[config.mk]
export PLATFORM = sky130hd
export DESIGN_NAME = reset_sequencer
export DESIGN_NICKNAME = d
export VERILOG_FILES = /design/src/rtl/reset_sequencer_pkg.sv /design/src/rtl/reset_sequencer_sync_ff.sv /design/src/rtl/reset_sequencer.sv
export SDC_FILE = /design/constraint.sdc
export NUM_CORES = 1
export LEC_CHECK = 0
export BUFFER_PORTS_ARGS = -buffer_cell sky130_fd_sc_hd__buf_2
export CAP_MARGIN = 20
export CORE_ASPECT_RATIO = 0.8
export CORE_MARGIN = 10
export CORE_UTILIZATION = 59
export DETAILED_ROUTE_END_ITERATION = 16
export GPL_ROUTABILITY_DRIVEN = 0
export PLACE_DENSITY_LB_ADDON = 0.08
export SYNTH_ARGS = -nofsm -noshare
export SYNTH_HDL_FRONTEND = slang
export SYNTH_SLANG_ARGS = --single-unit
[constraint.sdc]
create_clock -name clk -period 2.6 [get_ports clk]
set_clock_uncertainty 0.1 [all_clocks]
set_input_delay 0.65 -clock clk [delete_from_list [all_inputs] [get_ports clk]]
set_output_delay 0.65 -clock clk [all_outputs]
set_load 0.01 [all_outputs]
[src/rtl/reset_sequencer_pkg.sv]
// Shared definitions for the power-on reset sequencer: FSM state encoding,
// stage-counter width helper and board default delays for a 50 MHz clock.
package reset_sequencer_pkg;

  typedef enum logic [1:0] {
    ST_HOLD       = 2'd0,
    ST_INIT_WAIT  = 2'd1,
    ST_STAGE_WAIT = 2'd2,
    ST_DONE       = 2'd3
  } seq_state_e;

  // 50 MHz board clock; 1000 cycles = 20 us between lock and each release.
  localparam int unsigned CLK_HZ        = 32'd50_000_000;
  localparam int unsigned DEF_INIT_DLY  = 32'd1000;
  localparam int unsigned DEF_STAGE_DLY = 32'd1000;

  // Ceiling log2, usable in constant expressions.
  function automatic int clog2_f(input int value);
    int res;
    res = 0;
    for (int i = 0; i < 31; i++) begin
      if ((32'sd1 <<< i) < value) begin
        res = i + 1;
      end else begin
        res = res;
      end
    end
    return res;
  endfunction

  // Width of a counter that must represent 0..num_ch released channels.
  function automatic int stage_width(input int num_ch);
    return clog2_f(num_ch + 1);
  endfunction

endpackage

[src/rtl/reset_sequencer_sync_ff.sv]
// Single-bit multi-flop synchroniser with asynchronous active-low clear to 0.
module sync_ff
  import reset_sequencer_pkg::*;
#(
  parameter int STAGES = 2
) (
  input  logic clk,
  input  logic rst_n,
  input  logic i_d,
  output logic o_q
);

  logic [STAGES-1:0] r_sync;

  // Shift the asynchronous input through the synchroniser chain.
  always_ff @(posedge clk or negedge rst_n) begin
    if (!rst_n) begin
      r_sync <= '0;
    end else begin
      r_sync <= {r_sync[STAGES-2:0], i_d};
    end
  end

  assign o_q = r_sync[STAGES-1];

endmodule

[src/rtl/reset_sequencer.sv]
// Power-on reset sequencer: waits for a synchronised PLL lock, then releases
// NUM_CH active-low reset domains in ascending order. Any lock loss restarts
// the whole sequence. Optional macro SEQ_SOFT_RST_EN adds a synchronous
// soft_rst input that behaves exactly like a lock loss.
module reset_sequencer
  import reset_sequencer_pkg::*;
#(
  parameter int NUM_CH      = 3,
  parameter int INIT_DLY    = DEF_INIT_DLY,
  parameter int STAGE_DLY   = DEF_STAGE_DLY,
  parameter int CNT_W       = 16,
  parameter int SYNC_STAGES = 2
) (
  input  logic                             clk,
  input  logic                             rst_n,
  input  logic                             pll_locked,
`ifdef SEQ_SOFT_RST_EN
  input  logic                             soft_rst,
`endif
  output logic [NUM_CH-1:0]                sys_rst_n,
  output logic                             seq_done,
  output logic [stage_width(NUM_CH)-1:0]   stage
);

  localparam int STG_W = stage_width(NUM_CH);
  localparam logic [CNT_W-1:0] INIT_LAST  = CNT_W'(INIT_DLY - 1);
  localparam logic [CNT_W-1:0] STAGE_LAST = CNT_W'(STAGE_DLY - 1);
  localparam logic [STG_W-1:0] LAST_CH    = STG_W'(NUM_CH - 1);

  seq_state_e        r_state, w_state_nxt;
  logic [CNT_W-1:0]  r_cnt, w_cnt_nxt;
  logic [NUM_CH-1:0] r_sys_rst_n, w_sys_rst_n_nxt;
  logic              r_done, w_done_nxt;
  logic [STG_W-1:0]  r_stage, w_stage_nxt;
  logic              w_lock_s;
  logic              w_soft;
  logic              w_restart;

  sync_ff #(
    .STAGES (SYNC_STAGES)
  ) u_lock_sync (
    .clk   (clk),
    .rst_n (rst_n),
    .i_d   (pll_locked),
    .o_q   (w_lock_s)
  );

`ifdef SEQ_SOFT_RST_EN
  assign w_soft = soft_rst;
`else
  assign w_soft = 1'b0;
`endif

  // Lock loss and soft restart share one path; it outranks any release.
  assign w_restart = !w_lock_s || w_soft;

  // Next-state, counter and release decisions for the sequencing FSM.
  always_comb begin
    w_state_nxt     = r_state;
    w_cnt_nxt       = r_cnt;
    w_sys_rst_n_nxt = r_sys_rst_n;
    w_done_nxt      = r_done;
    w_stage_nxt     = r_stage;
    if (w_restart) begin
      w_state_nxt     = ST_HOLD;
      w_cnt_nxt       = '0;
      w_sys_rst_n_nxt = '0;
      w_done_nxt      = 1'b0;
      w_stage_nxt     = '0;
    end else begin
      case (r_state)
        ST_HOLD: begin
          w_cnt_nxt       = '0;
          w_sys_rst_n_nxt = '0;
          w_done_nxt      = 1'b0;
          w_stage_nxt     = '0;
          w_state_nxt     = ST_INIT_WAIT;
        end
        ST_INIT_WAIT: begin
          if (r_cnt == INIT_LAST) begin
            w_cnt_nxt       = '0;
            w_sys_rst_n_nxt = r_sys_rst_n | NUM_CH'(1'b1);
            w_stage_nxt     = STG_W'(1'b1);
            if (NUM_CH == 1) begin
              w_done_nxt  = 1'b1;
              w_state_nxt = ST_DONE;
            end else begin
              w_state_nxt = ST_STAGE_WAIT;
            end
          end else begin
            w_cnt_nxt = r_cnt + CNT_W'(1'b1);
          end
        end
        ST_STAGE_WAIT: begin
          if (r_cnt == STAGE_LAST) begin
            w_cnt_nxt       = '0;
            w_sys_rst_n_nxt = r_sys_rst_n | (NUM_CH'(1'b1) << r_stage);
            w_stage_nxt     = r_stage + STG_W'(1'b1);
            if (r_stage == LAST_CH) begin
              w_done_nxt  = 1'b1;
              w_state_nxt = ST_DONE;
            end else begin
              w_state_nxt = ST_STAGE_WAIT;
            end
          end else begin
            w_cnt_nxt = r_cnt + CNT_W'(1'b1);
          end
        end
        ST_DONE: begin
          w_state_nxt = ST_DONE;
        end
        default: begin
          w_state_nxt     = ST_HOLD;
          w_cnt_nxt       = '0;
          w_sys_rst_n_nxt = '0;
          w_done_nxt      = 1'b0;
          w_stage_nxt     = '0;
        end
      endcase
    end
  end

  // State, counter and registered outputs.
  always_ff @(posedge clk or negedge rst_n) begin
    if (!rst_n) begin
      r_state     <= ST_HOLD;
      r_cnt       <= '0;
      r_sys_rst_n <= '0;
      r_done      <= 1'b0;
      r_stage     <= '0;
    end else begin
      r_state     <= w_state_nxt;
      r_cnt       <= w_cnt_nxt;
      r_sys_rst_n <= w_sys_rst_n_nxt;
      r_done      <= w_done_nxt;
      r_stage     <= w_stage_nxt;
    end
  end

  assign sys_rst_n = r_sys_rst_n;
  assign seq_done  = r_done;
  assign stage     = r_stage;

endmodule

==> results of run 1 <==
flip-flops by register name, indices dropped and copies added, names as in the netlist:
name / cells
r_state: 2
r_cnt: 16
u_lock_sync.r_sync: 2
stage: 2
seq_done: 1
sys_rst_n: 3
per-stage QoR:
stage	area, µm²	util, %
after floorplan	1544	-
after global placement	1588	63.96
after detailed placement	1588	63.96
after CTS	1640	66.08
after global routing	1640	66.08
final	1640	66.08
logic make-up (layout without fill, tap and decap cells):
group / after synthesis / in the layout / synth area share [%]
compound gates: 49 / 49 / 22.77
xor+xnor: 2 / 2 / 1.135
fa+ha+maj: 9 / 9 / 7.293
buf+inv: 14 / 19 / 4.376
flops: 26 / 26 / 42.14
mux: 1 / 1 / 0.7293
simple gates: 56 / 56 / 21.56
Yosys cell counts (2+ instances only):
| cell type | number | area share (%) |
|---|---|---|
| dfrtp_1 | 26 | 42 |
| o21ai_0 | 13 | 4.2 |
| nand2_1 | 12 | 2.9 |
| ha_1 | 9 | 7.3 |
| nor4_1 | 8 | 3.2 |
| a21oi_1 | 7 | 2.3 |
| inv_1 | 7 | 1.7 |
| nor2_1 | 7 | 1.7 |
| nor3_1 | 5 | 1.6 |
| a22o_1 | 4 | 2.3 |
| a31oi_1 | 4 | 1.6 |
| clkbuf_1 | 4 | 0.97 |
| nand4_1 | 4 | 1.6 |
| a211o_1 | 3 | 1.7 |
| or4_1 | 3 | 1.5 |
| a211oi_1 | 2 | 0.97 |
| a21o_1 | 2 | 0.97 |
| a41oi_1 | 2 | 1.1 |
| and2_1 | 2 | 0.81 |
| and4_1 | 2 | 1.1 |
| buf_4 | 2 | 0.97 |
| nand3_1 | 2 | 0.65 |
| nor2b_1 | 2 | 0.81 |
| o211a_1 | 2 | 1.3 |
| o31ai_1 | 2 | 0.97 |
| xnor2_1 | 2 | 1.1 |
power by group through the flow:
stage | logic [mW] | registers, mW | clock network, mW
2_1_floorplan | 0.295 | 0.476 | 0
3_3_place_gp | 0.367 | 0.479 | 0
3_5_place_dp | 0.379 | 0.483 | 0
4_1_cts | 0.382 | 0.475 | 0.289
5_1_grt | 0.437 | 0.480 | 0.307
6_report | 0.389 | 0.475 | 0.282
critical path, delay by kind of cell, from the launching register on:
family	cells	cell delay (ns)
buffers and inverters	1	0.08
flip-flops	1	0.44
AND/OR/NAND/NOR	2	0.63
adder cells (fa/ha/maj)	1	0.37
AO/OA/AOI/OAI	2	0.47
layout make-up:
| cell class | instances | area, µm² |
|---|---|---|
| multi-input combinational | 117 | 825.8 |
| clock inverter | 1 | 30.03 |
| clock buffer | 3 | 22.52 |
| fill | 211 | 842.1 |
| timing repair buffer | 8 | 40.04 |
| sequential | 26 | 650.6 |
| tap | 36 | 45.04 |
| inverter | 7 | 26.28 |
path summary, 6_finish.rpt:
| kind | end | slack, ns | cells after the start | startpoint |
|---|---|---|---|---|
| setup / recovery | r_cnt[14]$_DFFE_PN0P_ | 0.43 | 6 | r_state[1]$_DFFE_PN0P_ |
| hold / removal | r_cnt[8]$_DFFE_PN0P_ | 0.18 | 1 | rst_n |
| setup reg to reg | r_cnt[14]$_DFFE_PN0P_ | 0.43 | 6 | r_state[1]$_DFFE_PN0P_ |
| hold reg to reg | u_lock_sync.r_sync[1]$_DFF_PN0_ | 0.27 | 0 | u_lock_sync.r_sync[0]$_DFF_PN0_ |
| max in group asynchronous | r_state[0]$_DFFE_PN0P_ | 1.82 | 1 | rst_n |
| min in group clk | u_lock_sync.r_sync[1]$_DFF_PN0_ | 0.27 | 0 | u_lock_sync.r_sync[0]$_DFF_PN0_ |
per-layer routing:
| metal | track usage, % | up-vias |
|---|---|---|
| met1 | 19.81 | 607 |
| li1 | - | 618 |
| met5 | 0 | - |
| met3 | 3.940 | 10 |
| met2 | 19.06 | 43 |
| met4 | 6.136 | 0 |
cells in the final DEF (no fill, tap or decap), types with 3 or more instances in the layout:
cell / netlist / layout
a31oi_1: 4 / 4
inv_1: 7 / 7
ha_1: 9 / 9
a211o_1: 3 / 3
nand4_1: 4 / 4
buf_2: 0 / 8
dfrtp_1: 26 / 26
nand2_1: 12 / 12
nor2_1: 7 / 7
o21ai_0: 13 / 13
or4_1: 3 / 3
a21oi_1: 7 / 7
nor4_1: 8 / 8
a22o_1: 4 / 4
nor3_1: 5 / 5
clkbuf_4: 0 / 3
==> results.md, run 1 <==
- The number of hold buffers added after CTS was 0.
- Max-cap violations in this run came to 0.
- The highest attainable clock frequency is around 0.46 GHz.
- Across all layers, the routed design uses 1278 vias.
- Summing every instance area after synthesis gives 1544 µm².
- The via count of the first global-routing pass is between 1000 and 1500.
- The relative contribution of sequential cells to total power is 41.4%.
- The number of cells in the finished layout apart from fillers is between 150 and 200.
- The initial antenna violation count is 0.
- During synthesis, Yosys emitted a total of 0 warnings.
- The detailed placement HPWL is 2329 µm.
- The worst path arrival time is roughly 2.3 ns.
- TritonCTS built the clock tree.
- STA puts the critical path data required time at ~2.8 ns.
- The synthesized design contains 26 register bits.
- The die outline area is 5076 µm².
- After clock tree synthesis, the repair step resized 0 gates.
- The final-report setup violation count is 0.
- On the worst path, the slowest cell contributes a delay of 0.50 ns.
- The kind of critical path is flip-flop to flip-flop.
- The combinational group share of total power is 33.9%.
- The endpoint type of the worst setup path is a flip-flop.
- The part of the Yosys area used for sequential elements is 42.14%.
- In this run the power spent charging and discharging nets is between 400 and 500 µW.
- The met3 layer wire length in the routed design is between 200 and 250 µm.
- The relative area change from synthesis to final layout is 6.240%.
- The fraction of final layout cells with drive strength greater than 1 is 12.96%.
- In this run, CTS created clock tree buffers numbering 3.
- The number of buffers between clock root and the deepest sink is 2.
- The minimum setup slack after placement is 0.4764 ns.
- IR analysis of the VDD net gives a maximum drop of between 400 and 500 µV.
- The critical-path cell with the highest stage delay is or4_1.
- The final worst-path cycle share is 83.37%.
- Dividing the detail-routed via count by the number of cells gives roughly 6.5.
- The flow ran to the end, and the final reports show no timing, DRC or antenna violations.
- The nature of the critical path startpoint is a flip-flop.
- The clock network fraction of total power is 24.6%.
- The number of cells after detailed placement is 194.
- Traced cell by cell, the critical path runs through inv_1, ha_1, nand2_1, a41o_2, or4_1, o21ai_0.
- The wire length of the first global-routing pass is 5885 µm.
- The cell count after synthesis is about 160.
- The hold violation count in the final report is 0.
- Internal power comes to 720.6 µW.
- The first detailed-routing pass ran for 4 iterations.
- The detailed-route wire length is 3279 µm.
- Of the total power, the share spent switching nets is 37.11%.
- In this run the worst path has a maximum fanout of 15.
- The number of diodes added for antenna fixing is 0.
- The final setup slack of the worst path is 0.4323 ns.
- The root buffer cell is clkbuf_4.
- The static power due to leakage is 0.7354 nW.
- The violation count after the first detailed-routing iteration is 128.
- The worst relative slew slack is 57.36%.
- The routed length on met1 is 1602 µm.
- The smallest hold slack is 0.1802 ns.
- The clock period minus final worst setup slack is about 2.2 ns.
- Global routing consumed, over all layers together, roughly 14% of the routing resources.
- The leftover overflow at the end of global routing is 0.
- The number of nets still failing antenna checks after routing is 0.
- The insertion delay to the later sink of the worst-skew pair is ~0.34 ns.
- The final count of pins violating max slew is 0.
- The number of enable flip-flop cells after synthesis is 0.
- Dividing the detail-routed wire length by the instance count gives 16.56 µm.
- The sum of negative setup slack is 0 ns.
- The netlist uses 45 different library cells.
- The number of placement rows is 16.
- The tree built by TritonCTS fans out to 26 sinks.
- Total power for the finished layout comes to 1.146 mW.
- The placeable core region is ~2500 µm².
- The count of boundary I/O pins is 9.
- The net total in the final layout is ~180.
- At the pin with the least slew margin, the transition time is 0.6313 ns.
- After clock tree synthesis, the clock-pin slew on the worst setup and hold paths is roughly 0.15 ns.
- The detailed router used layers up to and including met4.
- In this run the number of H-tree levels came out at 1.
- The count of buffers added on input and output ports is 8.
- Detailed routing placed a total of 1355 µm of wire on met2.
- Power spread over the standard cell area amounts to approximately 700 nW/µm².
- Synthesis produced a netlist with a net count of 169.
- In this run the worst hold path is classified as input pin to asynchronous set/reset pin.
- The initial utilization of the core area, before any placement, comes to 62.20%.
- Entering global routing, the biggest net connects 27 pins.
- Once the clock tree was built, the setup fixing pass inserted 0 buffers.
- Counting flops with an async set or reset pin after synthesis yields a share of 100.0%.
- The width of the chip is 77.20 µm.
- In the routed design, unresolved DRC markers number 0.
- The primary flip-flop cell chosen by synthesis mapping is dfrtp_1.
- Setup repair after global routing left no endpoint under its margin.
- Averaged over all synthesized cells, the footprint is 9.834 µm².
- The floorplan step set the die height to 65.76 µm.
Note: power is estimated with default switching activity, not from simulation.
==> run 2, diff against run 1 <==
--- a/config.mk
+++ b/config.mk
@@ -5,11 +5,12 @@
 export SDC_FILE = /design/constraint.sdc
 export NUM_CORES = 1
 export LEC_CHECK = 0
+export ABC_AREA = 1
 export BUFFER_PORTS_ARGS = -buffer_cell sky130_fd_sc_hd__buf_2
 export CAP_MARGIN = 20
 export CORE_ASPECT_RATIO = 0.8
 export CORE_MARGIN = 10
-export CORE_UTILIZATION = 59
+export CORE_UTILIZATION = 54
 export DETAILED_ROUTE_END_ITERATION = 16
 export GPL_ROUTABILITY_DRIVEN = 0
 export PLACE_DENSITY_LB_ADDON = 0.08
==> constraint.sdc (replaced) <==
create_clock -name clk -period 1.9 [get_ports clk]
set_clock_uncertainty 0.1 [all_clocks]
set_input_delay 0.475 -clock clk [delete_from_list [all_inputs] [get_ports clk]]
set_output_delay 0.475 -clock clk [all_outputs]
set_load 0.01 [all_outputs]
==> results.md, run 2 <==
- The leftover overflow at the end of global routing is 0 (unchanged).
- The initial antenna violation count is 0 (unchanged).
- The highest attainable clock frequency is 0.5980 GHz (was 0.4613 GHz).
- The number of input and output port buffers inserted is 8 (unchanged).
- The flip-flop count of the largest register after layout was 16 (unchanged).
- The fraction of final layout cells with drive strength greater than 1 came to 14.81% (was 12.96%).
- The cell count after synthesis is 205 (was 157).
- Setup repair after global routing missed its margin: no (unchanged).
- The detailed placement HPWL was 2500 µm (was 2329 µm).
- The leading cell type in the layout, fill and taps excluded is nand2_1 (was dfrtp_1).
- The total setup buffers inserted after CTS is 0 (unchanged).
- The worst path arrival time was 1.77 ns (was 2.31 ns).
- Most frequent cells after synthesis: nand2_1, dfrtp_1, inv_1, nor2_1, nand3_1 (was dfrtp_1, o21ai_0, nand2_1, ha_1, nor4_1).
- The max-capacitance violation count was 0 (unchanged).
- The count of cells resized by post-cts repair is 0 (unchanged).
- The net count of the mapped netlist came to 217 (was 169).
- The total power per unit cell area came to 928.0 nW/µm² (was 698.6 nW/µm²).
- The net total in the final layout was 229 (was 175).
- The number of hold buffers added after CTS is 0 (unchanged).
- The number of vias per cell after detailed routing was 5.177 (was 6.455).
- The root buffer cell is clkbuf_8 (was clkbuf_4).
- The overall power is 1.612 mW (was 1.146 mW).
- The top cell type by total area after synthesis is dfrtp_1 (unchanged).
- The slew of the pin with the lowest slew margin is 0.5718 ns (was 0.6313 ns).
- The maximum number of pins on one net before global-route repair is 27 (unchanged).
- The top cell type's share of synthesized area came to 40.69% (was 42.14%).
- The most repeated cell in the gate-level netlist after synthesis is nand2_1 (was dfrtp_1).
- The clock slew at the register clock pins of the worst setup and hold paths is 0.09 ns (was 0.15 ns).
- The relative area change from synthesis to final layout is 8.607% (was 6.240%).
- The yosys synthesis warning count is 0 (unchanged).
- The number of placement rows is 17 (was 16).
- The maximum fanout count along the critical path came to 7 (was 15).
- The effective utilization at floorplan is 56.95% (was 62.20%).
- Crit path cell chain: inv_1, ha_1, inv_1, a21oi_1, nand2_4, nand2_4, nand2_1, o21ai_1 (was inv_1, ha_1, nand2_1, a41o_2, or4_1, o21ai_0).
- The distinct cell type count after synthesis is 30 (was 45).
- The cell family with the largest share of critical-path delay is flip-flops (was simple AND/OR/NAND/NOR gates).
- The worst-case vdd ir drop came to 547.4 µV (was 497.3 µV).
- The total number of clock tree sinks was 26 (unchanged).
- The number of enable flip-flop cells after synthesis is 0 (unchanged).
- The critical-path cell with the highest stage delay is dfrtp_1 (was or4_1).
- The worst relative slew slack is 61.88% (was 57.36%).
- The number of nets still failing antenna checks after routing is 0 (unchanged).
- The buffering stage count on the worst path with inverters included was 2 (was 1).
- The final count of pins violating max slew is 0 (unchanged).
- The count of boundary I/O pins is 9 (unchanged).
- The required time reported for the critical path endpoint came to 2.00 ns (was 2.75 ns).
- Synth area leaders: dfrtp_1, nand2_1, ha_1 (was dfrtp_1, ha_1, o21ai_0).
- The clock period minus final worst setup slack was 1.672 ns (was 2.168 ns).
- The nature of the critical path startpoint is a flip-flop (unchanged).
- The part of the Yosys area used for sequential elements is 40.69% (was 42.14%).
- The number of diodes added for antenna fixing is 0 (unchanged).
- Result of the run: completed (unchanged).
- The first-pass detailed-route iteration total is 4 (unchanged).
- The sum of negative setup slack is 0 ns (unchanged).
- The global routing usage summed across all routing layers is 13.25% (was 13.96%).
- The violation count after the first detailed-routing iteration is 147 (was 128).
- The placeable core region is 2808 µm² (was 2482 µm²).
- The proportion of register bits with asynchronous set or reset after synthesis came to 100.0% (unchanged).
- The average cell area after synthesis is 7.800 µm² (was 9.834 µm²).
- The delay contributed by the slowest stage of the critical path came to 0.43 ns (was 0.50 ns).
- The kind of critical path is flip-flop to flip-flop (unchanged).
- The deepest level of the CTS H-tree was 1 (unchanged).
- The type of the worst min-delay path is input pin to asynchronous set/reset pin (unchanged).
- The static power due to leakage is 0.8371 nW (was 0.7354 nW).
- The wire length of the first global-routing pass is 5927 µm (was 5885 µm).
- The flip-flop and latch count after synthesis is 26 (unchanged).
- The per-cell routed wire length is 12.56 µm (was 16.56 µm).
- The detailed-route wire length came to 3191 µm (was 3279 µm).
- The final-report setup violation count is 0 (unchanged).
- The primary flip-flop cell chosen by synthesis mapping was dfrtp_1 (unchanged).
- The final worst-path cycle share is 88.01% (was 83.37%).
- The via count of the first global-routing pass is 1251 (was 1210).
- The register name with the most flops is r_cnt (unchanged).
- Commonest non-fill, non-tap cells in the layout: nand2_1, dfrtp_1, inv_1, nor2_1, nand3_1 (was dfrtp_1, o21ai_0, nand2_1, ha_1).
- The CTS tree is done (unchanged).
- The width of the chip was 80.84 µm (was 77.20 µm).
- The die extent in y is 68.67 µm (was 65.76 µm).
- The number of buffers between clock root and the deepest sink was 2 (unchanged).
- The die outline area is 5551 µm² (was 5076 µm²).
- The insertion delay to the later sink of the worst-skew pair is 0.27 ns (was 0.34 ns).
- The combined area of all synthesized cells is 1599 µm² (was 1544 µm²).
- The number of remaining DRC errors was 0 (unchanged).
- The number of buffers created by CTS is 3 (unchanged).
- The endpoint type of the worst setup path is a flip-flop (unchanged).
- The hold violation count in the final report is 0 (unchanged).
- The via count is 1315 (was 1278).
## run 2: through the flow
stage / hold slack (ns) / utilization [%] / instance area (µm²) / instances / setup slack [ns]
5_1_grt: 0.1313 / 61.85 / 1737 / 254 / 0.04260
3_3_place_gp: 0.2339 / 59.89 / 1682 / 250 / 0.2547
6_report: 0.08354 / 61.85 / 1737 / 254 / 0.2279
2_1_floorplan: 0.07941 / - / 1599 / 205 / 0.4217
3_5_place_dp: 0.2347 / 59.89 / 1682 / 250 / 0.2439
4_1_cts: 0.1084 / 61.85 / 1737 / 254 / 0.2188
## run 2: logic make-up (layout without fill, tap and decap cells)
group / Yosys count / in the layout / synth area share [%]
AOI/OAI and AO/OA: 31 / 31 / 10.88
and+or+nand+nor: 107 / 107 / 31.92
muxes: 1 / 1 / 0.6260
xor gates and xnor gates: 4 / 4 / 2.191
adders and majority gates: 9 / 9 / 7.042
buffers and inverters: 27 / 38 / 6.650
DFF: 26 / 26 / 40.69
## run 2: where the power goes
group	internal, mW	total (mW)	switching [mW]
sequential	0.611	0.671	0.0604
clock	0.185	0.360	0.175
combinational	0.204	0.581	0.377
## run 2: path summary, 6_finish.rpt
| path | start | to | slack, ns | depth (start not counted) |
|---|---|---|---|---|
| hold reg to reg | u_lock_sync.r_sync[0]$_DFF_PN0_ | u_lock_sync.r_sync[1]$_DFF_PN0_ | 0.25 | 0 |
| hold / removal | rst_n | sys_rst_n[2]$_DFFE_PN0P_ | 0.08 | 1 |
| min in group clk | pll_locked | u_lock_sync.r_sync[0]$_DFF_PN0_ | 0.20 | 1 |
| setup reg to reg | r_state[0]$_DFFE_PN0P_ | stage[0]$_DFFE_PN0P_ | 0.23 | 8 |
| setup / recovery | r_state[0]$_DFFE_PN0P_ | stage[0]$_DFFE_PN0P_ | 0.23 | 8 |
| max in group asynchronous | rst_n | r_cnt[0]$_DFFE_PN0P_ | 1.24 | 1 |
## run 2: area by class of cell
type,count,area (µm²)
Fill cell,262,1071
Multi-Input combinational cell,152,842.1
Sequential cell,26,650.6
Inverter,25,93.84
Clock buffer,4,55.05
Timing Repair Buffer,9,47.55
Tap cell,38,47.55
## run 2: layer usage
metal / vias up / global-route usage, % / share of wire, %
met3: 4 / 3.876 / 3.8
met4: 0 / 2.371 / 0.63
li1: 683 / - / -
met2: 15 / 18.95 / 39
met5: - / 0 / 0
met1: 613 / 19.37 / 56
## run 2: worst register-to-register path, stage by stage (launching register included)
cell and delay, ns:
dfrtp_1 0.43, inv_1 0.11, ha_1 0.30, inv_1 0.09, a21oi_1 0.24, nand2_4 0.11
nand2_4 0.10, nand2_1 0.05, o21ai_1 0.07
==> run 3, diff against run 2 <==
--- a/config.mk
+++ b/config.mk
@@ -14,6 +14,7 @@
 export DETAILED_ROUTE_END_ITERATION = 16
 export GPL_ROUTABILITY_DRIVEN = 0
 export PLACE_DENSITY_LB_ADDON = 0.08
+export REMOVE_ABC_BUFFERS = 1
 export SYNTH_ARGS = -nofsm -noshare
 export SYNTH_HDL_FRONTEND = slang
 export SYNTH_SLANG_ARGS = --single-unit
==> results.md, run 3 (same netlist as run 2, synthesis figures left out) <==
- The global routing usage summed across all routing layers is 12.89% (was 13.25%).
- The die extent in y is 68.67 µm (unchanged).
- The number of placement rows came to 17 (unchanged).
- The per-cell routed wire length is 13.28 µm (was 12.56 µm).
- The maximum fanout count along the critical path is 6 (was 7).
- The leftover overflow at the end of global routing is 0 (unchanged).
- The detailed-route wire length came to 3359 µm (was 3191 µm).
- The hold violation count in the final report is 0 (unchanged).
- The detailed placement HPWL is 2614 µm (was 2500 µm).
- The register name with the most flops is r_cnt (unchanged).
- The worst setup path startpoint is r_state[0]$_DFFE_PN0P_ (unchanged).
- The violation count after the first detailed-routing iteration is 119 (was 147).
- The final standard cell area without fillers is 1723 µm² (was 1737 µm²).
- The width of the chip is 80.84 µm (unchanged).
- The number of buffers between clock root and the deepest sink is 2 (unchanged).
- The count of cells resized by post-cts repair is 0 (unchanged).
- The number of nets still failing antenna checks after routing came to 0 (unchanged).
- Commonest non-fill, non-tap cells in the layout: nand2_1, dfrtp_1, inv_1, nor2_1, nand3_1 (unchanged).
- The type of the worst min-delay path was input pin to asynchronous set/reset pin (unchanged).
- The final count of pins violating max slew is 0 (unchanged).
- The total power per unit cell area was 895.4 nW/µm² (was 928.0 nW/µm²).
- The effective utilization at floorplan is 56.95% (unchanged).
- The net total in the final layout was 229 (unchanged).
- The number of diodes added for antenna fixing was 0 (unchanged).
- The final worst-path cycle share is 87.19% (was 88.01%).
- Result of the run: completed (unchanged).
- The initial antenna violation count is 0 (unchanged).
- The die outline area is 5551 µm² (unchanged).
- The sum of negative setup slack is 0 ns (unchanged).
- The CTS tree is done (unchanged).
- The count of boundary I/O pins is 9 (unchanged).
- The endpoint type of the worst setup path is a flip-flop (unchanged).
- The area after detailed placement is 1682 µm² (unchanged).
- The worst-case vdd ir drop is 504.9 µV (was 547.4 µV).
- The via count of the first global-routing pass came to 1173 (was 1251).
- The leading cell type in the layout, fill and taps excluded is nand2_1 (unchanged).
- The highest attainable clock frequency was 0.6037 GHz (was 0.5980 GHz).
- The insertion delay to the later sink of the worst-skew pair is 0.27 ns (about the same).
- The worst reg2reg path depth is 8 (unchanged).
- The final-report setup violation count was 0 (unchanged).
- The number of remaining DRC errors came to 0 (unchanged).
- The via count is 1336 (was 1315).
- The number of vias per cell after detailed routing is 5.281 (was 5.177).
- The nature of the critical path startpoint is a flip-flop (unchanged).
- The slew of the pin with the lowest slew margin came to 0.5659 ns (was 0.5718 ns).
- The number of buffers created by CTS came to 3 (unchanged).
- The first-pass detailed-route iteration total is 4 (unchanged).
- The placeable core region came to 2808 µm² (unchanged).
- The wire length of the first global-routing pass is 5671 µm (was 5927 µm).
- The total setup buffers inserted after CTS is 0 (unchanged).
- The number of input and output port buffers inserted is 8 (unchanged).
- The maximum number of pins on one net before global-route repair was 27 (unchanged).
- The required time reported for the critical path endpoint is 2.01 ns (was 2.00 ns).
- The root buffer cell is clkbuf_8 (unchanged).
- The number of hold buffers added after CTS was 0 (unchanged).
- The fraction of final layout cells with drive strength greater than 1 was 14.42% (was 14.81%).
- The launching point of the worst reg2reg path is r_state[0]$_DFFE_PN0P_ (unchanged).
- The flip-flop count of the largest register after layout is 16 (unchanged).
- The worst relative slew slack is 62.28% (was 61.88%).
- The worst path arrival time is 1.76 ns (was 1.77 ns).
- The clock period minus final worst setup slack is 1.657 ns (was 1.672 ns).
- The clock slew at the register clock pins of the worst setup and hold paths is 0.08 ns (was 0.09 ns).
- The relative area change from synthesis to final layout came to 7.746% (was 8.607%).
- Setup repair after global routing missed its margin: no (unchanged).
- The deepest level of the CTS H-tree is 1 (unchanged).
- The kind of critical path is flip-flop to flip-flop (unchanged).
- The max-capacitance violation count is 0 (unchanged).
- The total number of clock tree sinks was 26 (unchanged).
- The static power due to leakage was 0.8299 nW (was 0.8371 nW).
-- run 3: cell types whose count changed in the layout (fill, tap and decap cells not counted), sizes merged --
cell / before / now
clkbuf: 4 / 3
-- run 3: final cells by class --
type	instances	area, µm²
inverters	25	93.84
flip-flops and latches	26	650.6
fillers	262	1085
multi-input cells	152	842.1
clock buffers	3	41.29
well taps	38	47.55
repair buffers	9	47.55
-- run 3: metrics by stage --
stage	utilization [%]	hold slack, ns	setup slack [ns]	std cells	power [mW]
after floorplan	-	0.07941	0.3351	203	1.096
after global placement	59.89	0.2353	0.2994	250	1.238
after detailed placement	59.89	0.2419	0.2654	250	1.252
after CTS	61.36	0.1093	0.2367	253	1.558
after global routing	61.36	0.1254	0.09435	253	1.670
final	61.36	0.08682	0.2435	253	1.543
-- run 3: path summary, 6_finish.rpt --
path	end	slack (ns)
min in group clk	u_lock_sync.r_sync[0]$_DFF_PN0_	0.21
max in group asynchronous	r_cnt[1]$_DFFE_PN0P_	1.23
min reg2reg	u_lock_sync.r_sync[1]$_DFF_PN0_	0.26
max	r_cnt[13]$_DFFE_PN0P_	0.24
max reg2reg	r_cnt[13]$_DFFE_PN0P_	0.24
min	sys_rst_n[1]$_DFFE_PN0P_	0.09
-- run 3: report_power, final --
part	switching [mW]	total (mW)	internal, mW	leakage [nW]
logic	0.367	0.568	0.200	0.454
clock network	0.161	0.303	0.142	0.0216
registers	0.0613	0.672	0.611	0.355
total	0.590	1.54	0.953	0.830
-- run 3: critical path: stages, from the launching register on --
cell	delay, ns
dfrtp_1	0.41
inv_1	0.09
ha_1	0.33
nand2_1	0.07
inv_2	0.14
nand2_4	0.09
nor2_2	0.18
nand3_1	0.11
nand2_1	0.07
-- run 3: per-layer routing --
metal,part of all wire [%],vias up,track usage [%]
li1,-,683,-
met1,51,616,19.36
met2,41,33,17.36
met3,6.9,4,3.488
met4,0.89,0,3.664
met5,0,-,0
